$ cat config.mk
export PLATFORM = sky130hd
export DESIGN_NAME = prog_loader_flat
export DESIGN_NICKNAME = d
export VERILOG_FILES = /design/src/rtl/prog_loader_pkg.sv /design/src/rtl/prog_loader_if.sv /design/src/rtl/prog_checksum.sv /design/src/rtl/prog_loader.sv /design/src/flat_wrapper.sv
export SDC_FILE = /design/constraint.sdc
export NUM_CORES = 1
export LEC_CHECK = 0
export ABC_AREA = 1
export CORE_MARGIN = 2
export CORE_UTILIZATION = 54
export CTS_CLUSTER_SIZE = 28
export DETAILED_ROUTE_END_ITERATION = 12
export MAX_ROUTING_LAYER = met4
export PLACE_DENSITY_LB_ADDON = 0.05
export REMOVE_ABC_BUFFERS = 1
export SLEW_MARGIN = 20
export SYNTH_ARGS = -nofsm -noshare
export SYNTH_HDL_FRONTEND = slang
export SYNTH_SLANG_ARGS = --single-unit
$ cat constraint.sdc
create_clock -name clk -period 2.13 [get_ports clk]
set_input_delay 0.3195 -clock clk [delete_from_list [all_inputs] [get_ports clk]]
set_output_delay 0.3195 -clock clk [all_outputs]
set_load 0.05 [all_outputs]
$ cat src/rtl/prog_loader_pkg.sv
// Shared definitions for the program image loader: FSM states, word format, defaults.
package prog_loader_pkg;

  localparam int DEFAULT_NUM_WORDS = 16;
  localparam int PROG_WORD_W       = 16;

  typedef enum logic [2:0] {
    IDLE,
    RX_HI,
    RX_LO,
    WRITE,
    CHECK,
    DONE,
    ERROR
  } ld_state_t;

  typedef struct packed {
    logic [7:0] hi;
    logic [7:0] lo;
  } prog_word_t;

endpackage

$ cat src/rtl/prog_loader_if.sv
// Byte-stream, program-memory and status signals of the loader.
// master = byte source / memory / supervisor side, slave = prog_loader.
interface prog_loader_if
  import prog_loader_pkg::*;
#(
  parameter int ADDR_W = 4
) ();

  logic                   start;
  logic [7:0]             byte_in;
  logic                   byte_valid;
  logic                   byte_ready;
  logic                   mem_we;
  logic [ADDR_W-1:0]      mem_addr;
  logic [PROG_WORD_W-1:0] mem_wdata;
  logic                   cpu_rstn;
  logic                   busy;
  logic                   done;
  logic                   err;

  modport master (
    output start, byte_in, byte_valid,
    input  byte_ready, mem_we, mem_addr, mem_wdata, cpu_rstn, busy, done, err
  );

  modport slave (
    input  start, byte_in, byte_valid,
    output byte_ready, mem_we, mem_addr, mem_wdata, cpu_rstn, busy, done, err
  );

endinterface

$ cat src/rtl/prog_checksum.sv
// Modulo-256 byte accumulator; sum updates one cycle after add_en, clear has priority.
// No backpressure: the caller decides which bytes count.
module prog_checksum (
  input  logic       clk,
  input  logic       rst,
  input  logic       clear,
  input  logic       add_en,
  input  logic [7:0] byte_in,
  output logic [7:0] sum
);

  always_ff @(posedge clk or posedge rst) begin
    if (rst) begin
      sum <= '0;
    end else if (clear) begin
      sum <= '0;
    end else if (add_en) begin
      sum <= sum + byte_in;
    end
  end

endmodule

$ cat src/rtl/prog_loader.sv
// Streams a 2*NUM_WORDS byte image (high byte first) plus a checksum byte into program memory,
// one write cycle per word; byte_ready drops during WRITE and outside a load, so the source holds.
module prog_loader
  import prog_loader_pkg::*;
#(
  parameter int NUM_WORDS = DEFAULT_NUM_WORDS,
  parameter int ADDR_W    = 4
) (
  input  logic          clk,
  input  logic          rst,
  prog_loader_if.slave  bus
);

  localparam logic [ADDR_W-1:0] LAST_ADDR = ADDR_W'(NUM_WORDS - 1);

  ld_state_t         state;
  logic [ADDR_W-1:0] word_cnt;
  logic [7:0]        hi_byte;
  logic              ready_q;
  logic              we_q;
  logic [ADDR_W-1:0] addr_q;
  prog_word_t        wdata_q;
  logic              cpu_rstn_q;
  logic              busy_q;
  logic              done_q;
  logic              err_q;

  logic              xfer;
  logic              start_ok;
  logic              sum_add;
  logic [7:0]        sum;
  logic [7:0]        chk_total;

  assign xfer      = bus.byte_valid & ready_q;
  assign start_ok  = bus.start & ((state == IDLE) | (state == DONE) | (state == ERROR));
  assign sum_add   = xfer & ((state == RX_HI) | (state == RX_LO));
  // The trailing byte is chosen so that it brings the running sum to zero.
  assign chk_total = sum + bus.byte_in;

  prog_checksum u_checksum (
    .clk     (clk),
    .rst     (rst),
    .clear   (start_ok),
    .add_en  (sum_add),
    .byte_in (bus.byte_in),
    .sum     (sum)
  );

  // Outputs are updated on the transition into each state so they are plain flops.
  always_ff @(posedge clk or posedge rst) begin
    if (rst) begin
      state      <= IDLE;
      word_cnt   <= '0;
      hi_byte    <= '0;
      ready_q    <= 1'b0;
      we_q       <= 1'b0;
      addr_q     <= '0;
      wdata_q    <= '0;
      cpu_rstn_q <= 1'b0;
      busy_q     <= 1'b0;
      done_q     <= 1'b0;
      err_q      <= 1'b0;
    end else begin
      case (state)
        IDLE, DONE, ERROR: begin
          if (bus.start) begin
            state      <= RX_HI;
            word_cnt   <= '0;
            ready_q    <= 1'b1;
            cpu_rstn_q <= 1'b0;
            busy_q     <= 1'b1;
            done_q     <= 1'b0;
            err_q      <= 1'b0;
          end
        end
        RX_HI: begin
          if (xfer) begin
            hi_byte <= bus.byte_in;
            state   <= RX_LO;
          end
        end
        RX_LO: begin
          if (xfer) begin
            state   <= WRITE;
            ready_q <= 1'b0;
            we_q    <= 1'b1;
            addr_q  <= word_cnt;
            wdata_q <= '{hi: hi_byte, lo: bus.byte_in};
          end
        end
        WRITE: begin
          we_q    <= 1'b0;
          ready_q <= 1'b1;
          if (word_cnt == LAST_ADDR) begin
            state <= CHECK;
          end else begin
            word_cnt <= word_cnt + 1'b1;
            state    <= RX_HI;
          end
        end
        CHECK: begin
          if (xfer) begin
            ready_q <= 1'b0;
            busy_q  <= 1'b0;
            if (chk_total == 8'h00) begin
              state      <= DONE;
              done_q     <= 1'b1;
              cpu_rstn_q <= 1'b1;
            end else begin
              state <= ERROR;
              err_q <= 1'b1;
            end
          end
        end
        default: state <= IDLE;
      endcase
    end
  end

  assign bus.byte_ready = ready_q;
  assign bus.mem_we     = we_q;
  assign bus.mem_addr   = addr_q;
  assign bus.mem_wdata  = wdata_q;
  assign bus.cpu_rstn   = cpu_rstn_q;
  assign bus.busy       = busy_q;
  assign bus.done       = done_q;
  assign bus.err        = err_q;

endmodule

$ cat src/flat_wrapper.sv
// flat-port wrapper written by rule: the top's interface ports become plain ports
module prog_loader_flat import prog_loader_pkg::*;
#(
  parameter int NUM_WORDS = DEFAULT_NUM_WORDS,
  parameter int ADDR_W    = 4
)
  (clk, rst, bus_start, bus_byte_in, bus_byte_valid, bus_byte_ready, bus_mem_we, bus_mem_addr, bus_mem_wdata, bus_cpu_rstn, bus_busy, bus_done, bus_err);
  prog_loader_if #(.ADDR_W(ADDR_W)) bus_i ();
  input  logic clk;
  input  logic rst;
  input wire logic [$bits(bus_i.start)-1:0] bus_start;
  input wire logic [$bits(bus_i.byte_in)-1:0] bus_byte_in;
  input wire logic [$bits(bus_i.byte_valid)-1:0] bus_byte_valid;
  output wire logic [$bits(bus_i.byte_ready)-1:0] bus_byte_ready;
  output wire logic [$bits(bus_i.mem_we)-1:0] bus_mem_we;
  output wire logic [$bits(bus_i.mem_addr)-1:0] bus_mem_addr;
  output wire logic [$bits(bus_i.mem_wdata)-1:0] bus_mem_wdata;
  output wire logic [$bits(bus_i.cpu_rstn)-1:0] bus_cpu_rstn;
  output wire logic [$bits(bus_i.busy)-1:0] bus_busy;
  output wire logic [$bits(bus_i.done)-1:0] bus_done;
  output wire logic [$bits(bus_i.err)-1:0] bus_err;
  assign bus_i.start = bus_start;
  assign bus_i.byte_in = bus_byte_in;
  assign bus_i.byte_valid = bus_byte_valid;
  assign bus_byte_ready = bus_i.byte_ready;
  assign bus_mem_we = bus_i.mem_we;
  assign bus_mem_addr = bus_i.mem_addr;
  assign bus_mem_wdata = bus_i.mem_wdata;
  assign bus_cpu_rstn = bus_i.cpu_rstn;
  assign bus_busy = bus_i.busy;
  assign bus_done = bus_i.done;
  assign bus_err = bus_i.err;
  prog_loader #(.NUM_WORDS(NUM_WORDS), .ADDR_W(ADDR_W)) u_core (.clk(clk), .rst(rst), .bus(bus_i));
endmodule
==> metrics.md <==
| Metric | Value |
|---|---|
| CTS tree | `yes` |
| Die area | `5160 um2` |
| Max Transition Viols Final | `0` |
| Clock Skews | `2.98 ps` |
| Total track usage | `0.227` |
| Status | `complete, no violations` |
| Maximum capacitance violations | `0` |
| Min cycle time layout | `1920 ps` |
| FP Rows | `24` |
| Routed via count | `2081` |
| Most common cell after layout, fill and taps aside | `nand2_1` |
| Peak supply drop | `0.969 mV` |
| Layout cells sized above 1 | `0.163` |
| Post-CTS Hold Fix Bufs | `0` |
| Critical Path Start Type | `flop` |
| Core area | `4380 um2` |
| Final Hold Vio Count | `0` |
| Drt pass-1 iters | `4` |
| Final nets | `377` |
| YS warnings | `0` |
| Setup-failing EPs final | `0` |
| TritonCTS Sinks | `48` |
| WS Path Type | `flop to flop` |
| HPWL Detailed | `3740 um` |
| Total congestion overflow | `0` |
| Worst Path Max Fanout | `3` |
| Min-delay worst type | `input pin to async pin` |
| Top_reg_cell synth | `dfrtp_1` |
| Iter 0 DRT Violations | `127` |
| FFs w/ async S/R, synth | `1.00` |
| Slowest-stage cell, CP | `dfrtp_1` |
| Sequential cell area fraction in the yosys report | `0.484` |
| Largest net degree at the start of global routing | `33` |
| Register area | `1200 um2` |
| Flop and latch count out of synthesis | `48` |
| Via density | `5.10` |
| Fin crit share | `0.900` |
| Unrepaired setup endpoints after global routing | `false` |
| Pwr dens | `1660 nW/um2` |
| Yosys cell types | `32` |
| Yosys top cell area share | `0.484` |
| Vias in the first global route | `2063` |
| First-pass GRT wire length | `8940 um` |
| Worst path buffer plus inverter count | `1` |
| Cts bufs inserted | `5` |
| IO Count | `38` |
| Reg clk slew, reported paths | `80 ps` |
| Synth top area cells | `dfrtp_1, nand2_1, inv_1, nand3_1, ha_1` |
| Initial antenna violation count | `0` |
| Initial Util | `0.566` |
| Ant. Diodes | `0` |
| Worst Setup EP | `u_core.state[0]$_DFFE_PP0P_` |
| # DRC | `0` |
| CP startpoint | `u_core.u_checksum.sum[0]$_DFFE_PP0P_` |
| IO buf count | `37` |
| Reg2reg path depth | `14` |
| CP most frequent cell | `nand2_1` |
| Reg2reg end | `u_core.state[0]$_DFFE_PP0P_` |
| Biggest area consumer among synthesized cells | `dfrtp_1` |
| Area of the multi-input gates | `1080 um2` |
| GP Congestion | `0.951` |
| Critical path endpoint category | `flop` |
| Stages on worst setup path | `14` |
| Clk Latency, worst-skew pair | `300 ps` |
| Post-synth EDFFs | `0` |
| Pleak | `1.63 nW` |
| Worst slew pin tran | `497 ps` |
| R2R Setup Slk | `210 ps` |
| Number of fillers in the final layout | `357` |
| Cells after Synth | `300` |
| Clock root buffer | `clkbuf_8` |
| Worst endpoint data arrival time | `2160 ps` |
| CTS Buffer Depth | `2` |
| CP top delay family | `simple AND/OR/NAND/NOR gates` |
| Pwr Total | `5.28 mW` |
| Detailed Route WL | `5180 um` |
| Reg2reg start | `u_core.u_checksum.sum[0]$_DFFE_PP0P_` |
| Largest stage delay, worst path | `400 ps` |
| Fmax | `0.522 GHz` |
| Chip height | `71.8 um` |
| CP Cell Sequence | `ha_2 > fa_2 > nand2_1 > nand3_1 > nand3_1 > nand2_1 > nand2_1 > nand2_1 > nor2_2 > buf_4 > nand3_1 > nand2_1 > nand2_1 > nand2_1` |
| WL/cell | `12.7 um` |
| Fin Hold WS | `343 ps` |
| Syn Area/Cell | `8.27 um2` |
| Relative slew slack | `0.668` |
| Chip width | `71.8 um` |
| Synthesized cell area | `2480 um2` |
| Req. time, crit path | `2370 ps` |
| Most frequent cells in the layout | `nand2_1, dfrtp_1, clkdlybuf4s50_1` |
| Area Overhead vs Synth | `27.8%` |
| Remaining antenna violation count after routing | `0` |
| Number of H-tree levels | `2` |
-- cells in the mapped netlist (4+ instances only) --
cell     count
a21oi_1      9
buf_2        4
dfrtp_1     48
ha_1         8
inv_1       36
nand2_1    103
nand2_2      5
nand3_1     22
nor2_1       9
o21ai_0     12
o21ai_1     10
o21ai_2      4
-- stage by stage --
step / util / setup slack [ps] / instances / TNS (ps) / area, um2
after floorplan: - / 236 / 292 / 0 / 2410
after detailed placement: 0.688 / -271 / 400 / -920 / 3020
after CTS: 0.718 / 46.4 / 407 / 0 / 3150
final: 0.724 / 214 / 408 / 0 / 3170
after global placement: 0.688 / -241 / 400 / -778 / 3020
after global routing: 0.724 / 8.67 / 408 / 0 / 3170
-- kinds of logic after synthesis --
group,count (synthesis),synth area share
xor+xnor,3,0.0106
simple gates,155,0.285
buf+inv,47,0.0862
compound gates,38,0.0857
flops,48,0.484
fa+ha+maj,9,0.0484
-- state kept, by name, indices dropped and copies added (netlist names) --
| signal | count |
|---|---|
| u_core.u_checksum.sum | 8 |
| u_core.hi_byte | 8 |
| u_core.state | 3 |
| u_core.word_cnt | 4 |
| u_core.bus.byte_ready | 1 |
| u_core.bus.mem_wdata | 16 |
| u_core.bus.mem_we | 1 |
| u_core.bus.mem_addr | 4 |
| u_core.bus.err | 1 |
| u_core.bus.cpu_rstn | 1 |
| u_core.bus.busy | 1 |
-- final cells by class --
type / instances / area share
Timing Repair Buffer: 57 / 0.174
Tap cell: 52 / 0.0205
Multi-Input combinational cell: 205 / 0.341
Inverter: 39 / 0.0461
Clock inverter: 2 / 0.0189
Clock buffer: 5 / 0.0217
Sequential cell: 48 / 0.379
-- metal layers --
| layer | vias to the layer above | track usage | part of all wire |
|---|---|---|---|
| met3 | 7 | 0.0436 | 0.038 |
| met2 | 38 | 0.355 | 0.47 |
| li1 | 1059 | - | - |
| met4 | 0 | 0.0776 | 0.013 |
| met5 | - | - | 0 |
| met1 | 977 | 0.299 | 0.48 |
-- timing repair --
item / 4_1_cts / 5_1_grt
endpoints found under the hold margin: 0 / 0
setup endpoints to repair: 0 / 4
resized for setup: 0 / 8
buffers inserted: 0 / 1
-- where the power goes --
part / leakage [nW] / internal [mW] / switching (mW)
logic: 0.963 / 1.08 / 1.88
clock network: 0.0642 / 0.462 / 0.293
registers: 0.603 / 1.31 / 0.254
total: 1.63 / 2.86 / 2.42
-- how the worst min path moves through the flow --
stage,slack (ps),start,cells past startpoint,end
after floorplan,440,bus_byte_in[0],2,u_core.bus.mem_wdata[0]$_DFFE_PP0P_
after global routing,380,rst,2,u_core.bus.mem_addr[3]$_DFFE_PP0P_
after global placement,450,u_core.bus.mem_wdata[6]$_DFFE_PP0P_,2,u_core.bus.mem_wdata[6]$_DFFE_PP0P_
after CTS,360,rst,2,u_core.bus.mem_we$_DFFE_PP0P_
after detailed placement,460,u_core.bus.mem_wdata[6]$_DFFE_PP0P_,2,u_core.bus.mem_wdata[6]$_DFFE_PP0P_
final,340,rst,2,u_core.bus.mem_addr[0]$_DFFE_PP0P_
Note: power is estimated with default switching activity, not from simulation.
